**config.mk**
```make
export PLATFORM = sky130hd
export DESIGN_NAME = mem_port_arbiter
export DESIGN_NICKNAME = d
export VERILOG_FILES = /design/src/rtl/core_pkg.sv /design/src/rtl/mem_arb_pick.sv /design/src/rtl/mem_port_arbiter.sv
export SDC_FILE = /design/constraint.sdc
export NUM_CORES = 1
export LEC_CHECK = 0
export ABC_AREA = 1
export ABC_CLOCK_PERIOD_IN_PS = 1560
export CAP_MARGIN = 20
export CELL_PAD_IN_SITES_DETAIL_PLACEMENT = 1
export CELL_PAD_IN_SITES_GLOBAL_PLACEMENT = 1
export CORE_UTILIZATION = 24
export DETAILED_ROUTE_END_ITERATION = 8
export PLACE_DENSITY = 0.89
export SKIP_LAST_GASP = 1
export SYNTH_ARGS = -nofsm -noshare
export SYNTH_HDL_FRONTEND = slang
export SYNTH_SLANG_ARGS = --single-unit
```
**constraint.sdc**
```tcl
create_clock -name clk -period 1.56 [get_ports clk]
set_input_delay 0.312 -clock clk [delete_from_list [all_inputs] [get_ports clk]]
set_output_delay 0.312 -clock clk [all_outputs]
set_load 0.03 [all_outputs]
```
**src/rtl/core_pkg.sv**
```systemverilog
// ---------------------------------------------------------------------------
// core_pkg
// Shared types and constants for the unified-memory port arbiter.
//   arb_state_t : arbiter FSM state (idle / request to memory / awaiting response)
//   arb_owner_t : which core port owns the memory transaction in flight
//   cnt_width() : width of a counter that must hold the value max_val
// ---------------------------------------------------------------------------
package core_pkg;

  typedef enum logic [1:0] {
    ARB_IDLE,
    ARB_REQ,
    ARB_RESP
  } arb_state_t;

  typedef enum logic {
    OWN_I,
    OWN_D
  } arb_owner_t;

  localparam int BE_W = 4;

  // Instruction fetches are always full-word reads.
  localparam logic [BE_W-1:0] FETCH_BE = 4'hF;

  function automatic int cnt_width(input int max_val);
    return (max_val > 0) ? $clog2(max_val + 1) : 1;
  endfunction

endpackage

```
**src/rtl/mem_arb_pick.sv**
```systemverilog
// ---------------------------------------------------------------------------
// mem_arb_pick
// Combinational arbitration rule between the fetch and data ports.
// Data wins a contested arbitration unless fetch has already lost STARVE_MAX
// contested arbitrations in a row (STARVE_MAX = 0 gives strict data priority).
// Ports:
//   i_fetch_req   fetch port is requesting
//   i_data_req    data port is requesting
//   i_starve_cnt  consecutive data wins while fetch was waiting
//   o_winner      owner of the next transaction (only meaningful if a req is up)
//   o_starve_nxt  starvation count to store if this arbitration is taken
// ---------------------------------------------------------------------------
module mem_arb_pick
  import core_pkg::*;
#(
  parameter int STARVE_MAX = 4,
  parameter int CNT_W      = 3
) (
  input  logic             i_fetch_req,
  input  logic             i_data_req,
  input  logic [CNT_W-1:0] i_starve_cnt,
  output arb_owner_t       o_winner,
  output logic [CNT_W-1:0] o_starve_nxt
);

  localparam logic [CNT_W-1:0] LP_CNT_MAX = CNT_W'(STARVE_MAX);

  logic w_starved;
  logic w_at_max;

  assign w_at_max  = (i_starve_cnt == LP_CNT_MAX);
  assign w_starved = (STARVE_MAX > 0) && w_at_max;

  // NOTE: every output of a combinational block gets a default first, so no
  // path through the block can leave it unassigned and infer a latch.
  always_comb begin
    o_winner     = OWN_I;
    o_starve_nxt = '0;
    if (i_data_req && !(i_fetch_req && w_starved)) begin
      o_winner = OWN_D;
    end
    // Only a data win over a waiting fetch counts as starvation; saturate.
    if ((o_winner == OWN_D) && i_fetch_req) begin
      o_starve_nxt = w_at_max ? i_starve_cnt : i_starve_cnt + CNT_W'(1);
    end
  end

endmodule

```
**src/rtl/mem_port_arbiter.sv**
```systemverilog
// ---------------------------------------------------------------------------
// mem_port_arbiter
// Shares one single-ported unified memory between the core's fetch port and
// data port. One transaction is outstanding at a time; the owner and its
// request attributes are frozen from arbitration until the response returns.
//
// Optional feature (macro MEM_ARB_PERF_EN): adds free-running 32-bit
// performance counters perf_istall_cnt (cycles fetch waits without a grant)
// and perf_dgrant_cnt (data grants).
//
// Ports:
//   clk, rst                  clock (rising edge), async active-low reset
//   i_req/i_addr              fetch request and address
//   i_gnt/i_rvalid/i_rdata    fetch accept pulse, response valid, read data
//   d_req/d_we/d_be/d_addr/d_wdata  data request and attributes
//   d_gnt/d_rvalid/d_rdata    data accept pulse, response valid, read data
//   m_req/m_we/m_be/m_addr/m_wdata  memory request and latched attributes
//   m_gnt/m_rvalid/m_rdata    memory accept, response valid, read data
// ---------------------------------------------------------------------------
module mem_port_arbiter
  import core_pkg::*;
#(
  parameter int ADDR_W     = 32,
  parameter int DATA_W     = 32,
  parameter int STARVE_MAX = 4
) (
  input  logic              clk,
  input  logic              rst,
  // fetch port
  input  logic              i_req,
  input  logic [ADDR_W-1:0] i_addr,
  output logic              i_gnt,
  output logic              i_rvalid,
  output logic [DATA_W-1:0] i_rdata,
  // data port
  input  logic              d_req,
  input  logic              d_we,
  input  logic [BE_W-1:0]   d_be,
  input  logic [ADDR_W-1:0] d_addr,
  input  logic [DATA_W-1:0] d_wdata,
  output logic              d_gnt,
  output logic              d_rvalid,
  output logic [DATA_W-1:0] d_rdata,
`ifdef MEM_ARB_PERF_EN
  output logic [31:0]       perf_istall_cnt,
  output logic [31:0]       perf_dgrant_cnt,
`endif
  // memory port
  output logic              m_req,
  output logic              m_we,
  output logic [BE_W-1:0]   m_be,
  output logic [ADDR_W-1:0] m_addr,
  output logic [DATA_W-1:0] m_wdata,
  input  logic              m_gnt,
  input  logic              m_rvalid,
  input  logic [DATA_W-1:0] m_rdata
);

  localparam int CNT_W = cnt_width(STARVE_MAX);

  arb_state_t        r_state;
  arb_state_t        w_state_nxt;
  arb_owner_t        r_owner;
  arb_owner_t        w_winner;
  logic [CNT_W-1:0]  r_starve_cnt;
  logic [CNT_W-1:0]  w_starve_nxt;
  logic              r_m_we;
  logic [BE_W-1:0]   r_m_be;
  logic [ADDR_W-1:0] r_m_addr;
  logic [DATA_W-1:0] r_m_wdata;
  logic              w_any_req;
  logic              w_arb_fire;

  assign w_any_req = i_req | d_req;

  mem_arb_pick #(
    .STARVE_MAX (STARVE_MAX),
    .CNT_W      (CNT_W)
  ) u_pick (
    .i_fetch_req  (i_req),
    .i_data_req   (d_req),
    .i_starve_cnt (r_starve_cnt),
    .o_winner     (w_winner),
    .o_starve_nxt (w_starve_nxt)
  );

  // NOTE: sequential state is written with non-blocking assignments so every
  // register samples pre-edge values, independent of block ordering.
  always_ff @(posedge clk or negedge rst) begin
    if (!rst) begin
      r_state <= ARB_IDLE;
    end else begin
      r_state <= w_state_nxt;
    end
  end

  // Next state and port handshakes. gnt is combinational from m_gnt and
  // rvalid from m_rvalid; both are steered only to the frozen owner.
  always_comb begin
    w_state_nxt = r_state;
    w_arb_fire  = 1'b0;
    m_req       = 1'b0;
    i_gnt       = 1'b0;
    d_gnt       = 1'b0;
    i_rvalid    = 1'b0;
    d_rvalid    = 1'b0;
    unique case (r_state)
      ARB_IDLE: begin
        if (w_any_req) begin
          w_arb_fire  = 1'b1;
          w_state_nxt = ARB_REQ;
        end
      end
      ARB_REQ: begin
        m_req = 1'b1;
        if (m_gnt) begin
          i_gnt       = (r_owner == OWN_I);
          d_gnt       = (r_owner == OWN_D);
          w_state_nxt = ARB_RESP;
        end
      end
      ARB_RESP: begin
        if (m_rvalid) begin
          i_rvalid = (r_owner == OWN_I);
          d_rvalid = (r_owner == OWN_D);
          // Back-to-back: a waiting requester goes straight to REQ.
          if (w_any_req) begin
            w_arb_fire  = 1'b1;
            w_state_nxt = ARB_REQ;
          end else begin
            w_state_nxt = ARB_IDLE;
          end
        end
      end
      default: w_state_nxt = ARB_IDLE;
    endcase
  end

  // Owner, starvation count and memory attributes change only at arbitration.
  // NOTE: these datapath registers are reset because they drive the memory
  // port directly and must read as zero after reset.
  always_ff @(posedge clk or negedge rst) begin
    if (!rst) begin
      r_owner      <= OWN_I;
      r_starve_cnt <= '0;
      r_m_we       <= 1'b0;
      r_m_be       <= '0;
      r_m_addr     <= '0;
      r_m_wdata    <= '0;
    end else if (w_arb_fire) begin
      r_owner      <= w_winner;
      r_starve_cnt <= w_starve_nxt;
      if (w_winner == OWN_D) begin
        r_m_we    <= d_we;
        r_m_be    <= d_be;
        r_m_addr  <= d_addr;
        r_m_wdata <= d_wdata;
      end else begin
        r_m_we    <= 1'b0;
        r_m_be    <= FETCH_BE;
        r_m_addr  <= i_addr;
        r_m_wdata <= '0;
      end
    end
  end

  assign m_we    = r_m_we;
  assign m_be    = r_m_be;
  assign m_addr  = r_m_addr;
  assign m_wdata = r_m_wdata;

  // Read data is a straight pass-through; only meaningful with rvalid.
  assign i_rdata = m_rdata;
  assign d_rdata = m_rdata;

`ifdef MEM_ARB_PERF_EN
  logic [31:0] r_perf_istall;
  logic [31:0] r_perf_dgrant;

  always_ff @(posedge clk or negedge rst) begin
    if (!rst) begin
      r_perf_istall <= '0;
      r_perf_dgrant <= '0;
    end else begin
      if (i_req && !i_gnt) r_perf_istall <= r_perf_istall + 32'd1;
      if (d_gnt)           r_perf_dgrant <= r_perf_dgrant + 32'd1;
    end
  end

  assign perf_istall_cnt = r_perf_istall;
  assign perf_dgrant_cnt = r_perf_dgrant;
`endif

endmodule

```
# == Yosys cells after proc, flatten, opt, wreduce, memory -nomap -nowiden ==
# Cells that the tools add are included.
# W data, S select, Z words.
# totals
n_memories,0
ff_bits,75
rom_bits,0
latchBits,0
elab_cells,48
output_inout_bits,138
ram_bits,0
input_bits,139
# op_classes
div_mod_pow,0
bitwise,2
addsub,1
mul,0
reduce_logical,7
order_cmp,0
n_eq_ne,7
n_shift,0
muxes,24
# ops
cell,count
$mux W32,2
$mux W1,14
$ne A2 B2 Y1 const B,4
$mux W2,3
$mux W3,2
$pmux W2 S3,1
$mux W4,1
$add A3 B1 Y3 const B,1
$eq A3 B3 Y1 const B,1
$logic_and A1 B1 Y1,3
$reduce_and A3 Y1,1
$eq A2 B1 Y1 const B,1
$eq A2 B2 Y1 const B,1
$logic_not A2 Y1,1
$pmux W1 S2,1
$reduce_and A2 Y1,1
$logic_not A1 Y1,1
$not A1 Y1,1
$or A1 B1 Y1,1

# == Depth between registers and ports, before layout ==
# depth
word_depth,8
ltp_mapped,8
ltp_nobuf,7

# == Hierarchy ==
# Synthesis repeated with hierarchy kept, for this count alone.
# unflattened
hier_cells,603
hier_area_um2,4305.4
# by_module_without_submodules
module,seq_area_each_um2,instances,area_per_inst_um2,cells_each
mem_port_arbiter,1876.8,1,4206.5,583
mem_arb_pick,0.0,1,98.8,20

# == Worst setup path before layout ==
# Ideal clock, no wire load.
# synth_timing
kind,reg2out
from,reg r_state[1]
to,out d_gnt
t_required_ps,1248
path_buffers,0
stages_incl_launch_ff,4
path_slack_ps,-180
arrival_time_ps,1428
path_cell_list,dfrtp_1 nor2_1 nand2_1 nor2_1
# synth_between
elab_chain_len,2
# synth_lines
item,line,text
start: declaration,mem_port_arbiter.sv:61,arb_state_t r_state;
start signal: assignment,mem_port_arbiter.sv:93,r_state <= w_state_nxt;
$eq A2 B1 Y1,mem_port_arbiter.sv:107,unique case (r_state)
$mux W1,mem_port_arbiter.sv:107,
end: declaration,mem_port_arbiter.sv:41,"output logic d_gnt,"
# Every way passes these cells.

# == Worst setup path in the final report ==
# layout_timing
from,in m_rvalid
to,out i_rvalid
# layout_between
elab_chain_len,2
# layout_lines
item,line,text
start: declaration,mem_port_arbiter.sv:55,"input logic m_rvalid,"
$mux W1,mem_port_arbiter.sv:123,if (m_rvalid) begin
$mux W1,mem_port_arbiter.sv:107,
end: declaration,mem_port_arbiter.sv:33,"output logic i_rvalid,"
# Every way passes these cells.

==> results.py <==
metrics = {
    "run_status": {
        "status": "finished with violations",
        "violated_checks": "hold timing, setup timing",
    },
    "timing": {
        "final_period_minus_worst_setup_slack_ns": 1.601,
        "maxSlewHeadroom": 0.7081,
        "finalClockSkew_ns": 0.009168,
        "report.final.hold_viol_count": 22,
        "max_slew.worst_pin.slew_ns": 0.4378,
        "rsz_0062_raised_after_global_routing": "true",
        "setup_viol": 4,
        "post-route-worst-setup-slack_ns": -0.04125,
        "finalCritPeriodShare": 1.026,
        "finalMaxSlewViolations": 0,
        "whs_ns": -0.02063,
        "final_setup_tns_ns": -0.1209,
        "max_clock_freq_mhz": 624.5,
    },
    "placement": {
        "gpl.final_weighted_congestion": 0.7636,
        "pre_cts_ws_ns": -0.1315,
        "placed_standard_cell_area_mm2": 0.005812,
        "io_buffers": 180,
        "place_hpwl_mm": 9.304,
    },
    "logic_synthesis": {
        "synth_seq_cells": 75,
        "synth-edff-count": 0,
        "yosys_top_cell_area_share": 0.4515,
        "synth_ff_type": "sky130_fd_sc_hd__dfrtp_1",
        "avgSynthCellArea_um2": 7.669,
        "synth_fp_nets": 683,
        "ys_async_sr_fraction": 1.000,
        "ys_seq_area_frac": 0.4515,
        "synthDominantAreaCellType": "sky130_fd_sc_hd__dfrtp_1",
        "yosysWarnings": 0,
        "netlist_top_cells_area": "sky130_fd_sc_hd__dfrtp_1 45%, sky130_fd_sc_hd__nand2_1 16%, sky130_fd_sc_hd__buf_4 13%",
        "yosys.cell_types.count": 20,
        "syn-cell-area_mm2": 0.004156,
        "synthesis.instances": 542,
    },
    "final_layout": {
        "most-common-layout-cells": "179 x sky130_fd_sc_hd__nand2_1, 104 x sky130_fd_sc_hd__clkdlybuf4s50_1, 101 x sky130_fd_sc_hd__nand3_1",
        "core_util_final": 0.3652,
        "layout.filler_cells": 2000,
        "seqCellArea_mm2": 0.001878,
        "syn2layout_area_growth_pct": 47.26,
        "fraction_of_final_layout_cells_sized_beyond_drive_strength_1": 0.09431,
        "multi_input_comb_area_mm2": 0.001391,
        "antenna_diode_count": 0,
        "layout_commonest_cell": "sky130_fd_sc_hd__nand2_1",
        "fin_nets": 804,
        "layout.cell_area.non_filler_mm2": 0.006121,
    },
    "detailed_routing": {
        "detail_route.vias_per_cell": 4.301,
        "drt_iter0_markers": 144,
        "route.vias.total": 3819,
        "drt.antenna.violating_nets": 0,
        "detail_route.drc_violations": 0,
        "drt-wirelength-per-cell_um": 15.07,
        "drt_first_pass_iters": 4,
        "route.final.wire_length_mm": 13.38,
    },
    "power_and_ir_drop": {
        "share_seq_of_total_power": 0.300,
        "p_int_mw": 6.149,
        "cellPowerDensity_mw_per_mm2": 1860,
        "clock_power_share": 0.175,
        "power.share.combinational": 0.524,
        "total_switching_power_mw": 5.238,
        "switching_share": 0.4600,
        "vdd_drop_max_uv": 685.3,
        "p_leak_nw": 3.308,
    },
    "setup_path": {
        "endpoint": "i_rvalid",
        "critPathLaunchType": "input port",
        "critical-path-max-stage-delay_ns": 0.49,
        "timing.critical_path.slowest_stage_cell": "sky130_fd_sc_hd__clkdlybuf4s50_1",
        "criticalPathCategory": "input port to output pin",
        "critical_path.reg2reg.startpoint": "r_state[1]$_DFFE_PN0P_",
        "setup.worst_path.start": "m_rvalid",
        "cp_max_fo": 2,
        "rrSetupSlack_ns": 0.06,
        "capture_point_of_the_worst_reg_to_reg_path": "m_we$_DFFE_PN0P_",
        "r2r_cells": 7,
        "endpoint_kind": "output pin",
        "arrival_ns": 1.29,
        "critical_path.cell_chain": "clkdlybuf4s50_1 -> inv_1 -> nor3_2 -> buf_4",
        "worst-endpoint-required_ns": 1.25,
    },
    "die": {
        "chipHeight_um": 133.6,
        "die-width_um": 133.6,
        "design.die.area_mm2": 0.01785,
        "top_level_port_count": 277,
        "fp-row-count": 47,
        "design.core.area_mm2": 0.01676,
        "floorplan.initialDensity": 0.2480,
    },
    "job": {
        "cap_violations": 0,
    },
    "global_routing": {
        "grt.overflow.total": 0,
        "grt_use_total": 0.1560,
        "grt_max_degree": 76,
        "antenna_found_initial": 1,
        "grt_pass1_wl_mm": 21.47,
        "first_global_vias": 4111,
    },
    "cts": {
        "hold_buffers": 0,
        "htreeDepth": 3,
        "clock_latency_ns": 0.34,
        "clock-sinks": 75,
        "cts_inserted_buffers": 9,
        "clkSlewWorstSetupHoldPaths_ns": 0.06,
        "clockRootBuffer": "sky130_fd_sc_hd__clkbuf_16",
        "clock_tree_from_tritoncts": "done",
        "clock_tree.buffer_depth": 2,
    },
    "min_path": {
        "worstHoldPathType": "input port to asynchronous set/reset pin",
    },
}
power groups by stage:
stage                     Sequential (mW)  Clock [mW]  Combinational, mW
after floorplan                      5.14           0               2.16
after global placement               3.43           0               6.33
after detailed placement             3.47           0               6.48
after CTS                            3.44        2.06               5.94
after global routing                 3.55        2.14               6.47
final                                3.42        2.00               5.97
kinds of logic (layout without fill, tap and decap cells):
group	count (synthesis)	count (layout)	share of synthesized area
and+or+nand+nor	292	292	0.3004
DFF	75	75	0.4515
adders and majority gates	2	2	0.006020
buffers and inverters	165	291	0.2300
AOI/OAI and AO/OA	7	7	0.009934
xor gates and xnor gates	1	1	0.002108
worst max-delay path: cells and delay by family:
family	cells	cell delay, ns
buffers and inverters	3	0.78
AND/OR/NAND/NOR	1	0.19
sequential cells by signal (all words and copies together) (netlist names):
name and cells:
r_owner 1, r_starve_cnt 3, r_state 2, m_we 1, m_addr 32, m_wdata 32, m_be 4
worst min path at each step:
stage,end,slack (ns),cells past startpoint
after floorplan,m_addr[0]$_DFFE_PN0P_,0.02,0
after global placement,m_wdata[24]$_DFFE_PN0P_,0.37,2
after detailed placement,m_wdata[24]$_DFFE_PN0P_,0.38,2
after CTS,m_wdata[24]$_DFFE_PN0P_,0.01,2
after global routing,m_wdata[27]$_DFFE_PN0P_,-0.005,2
final,m_wdata[27]$_DFFE_PN0P_,-0.02,2
metal layers:
layer  routed length [um]  global-route usage  share of wire  up-vias
li1                     -                   -              -     1832
met1                 5731              0.1863           0.43     1802
met2                 6403              0.2619           0.48      148
met3                  851             0.04680          0.064       35
met4                  376             0.06124          0.028        2
met5                   16                   0         0.0012        -
area by class of cell:
type | instances | share of cell area
timing repair buffer | 202 | 0.3301
sequential | 75 | 0.3068
multi-input combinational | 302 | 0.2273
tap | 220 | 0.04497
inverter | 73 | 0.04477
clock buffer | 12 | 0.04191
clock inverter | 4 | 0.004088
timing repair:
| action | 4_1_cts | 5_1_grt |
|---|---|---|
| resized for setup | 77 | 10 |
| pin swaps | 1 | 4 |
| setup buffers | 3 | 1 |
| gates cloned | 0 | 1 |
| endpoints found under the setup margin | 74 | 22 |
Yosys cell counts, types with 2 or more instances:
library cell	number
sky130_fd_sc_hd__nand2_1	181
sky130_fd_sc_hd__nand3_1	101
sky130_fd_sc_hd__dfrtp_1	75
sky130_fd_sc_hd__buf_4	74
sky130_fd_sc_hd__inv_1	69
sky130_fd_sc_hd__buf_6	7
sky130_fd_sc_hd__buf_2	5
sky130_fd_sc_hd__clkbuf_1	5
sky130_fd_sc_hd__o21ai_0	5
sky130_fd_sc_hd__inv_2	4
sky130_fd_sc_hd__nor2_1	4
sky130_fd_sc_hd__ha_1	2
sky130_fd_sc_hd__nand2_4	2
sky130_fd_sc_hd__nor3_1	2
through the flow:
step	cells	power [mW]
after floorplan	542	7.295
after global placement	867	9.762
after detailed placement	867	9.945
after CTS	886	11.44
after global routing	888	12.16
final	888	11.39
Power figures use the tool's default switching activity.
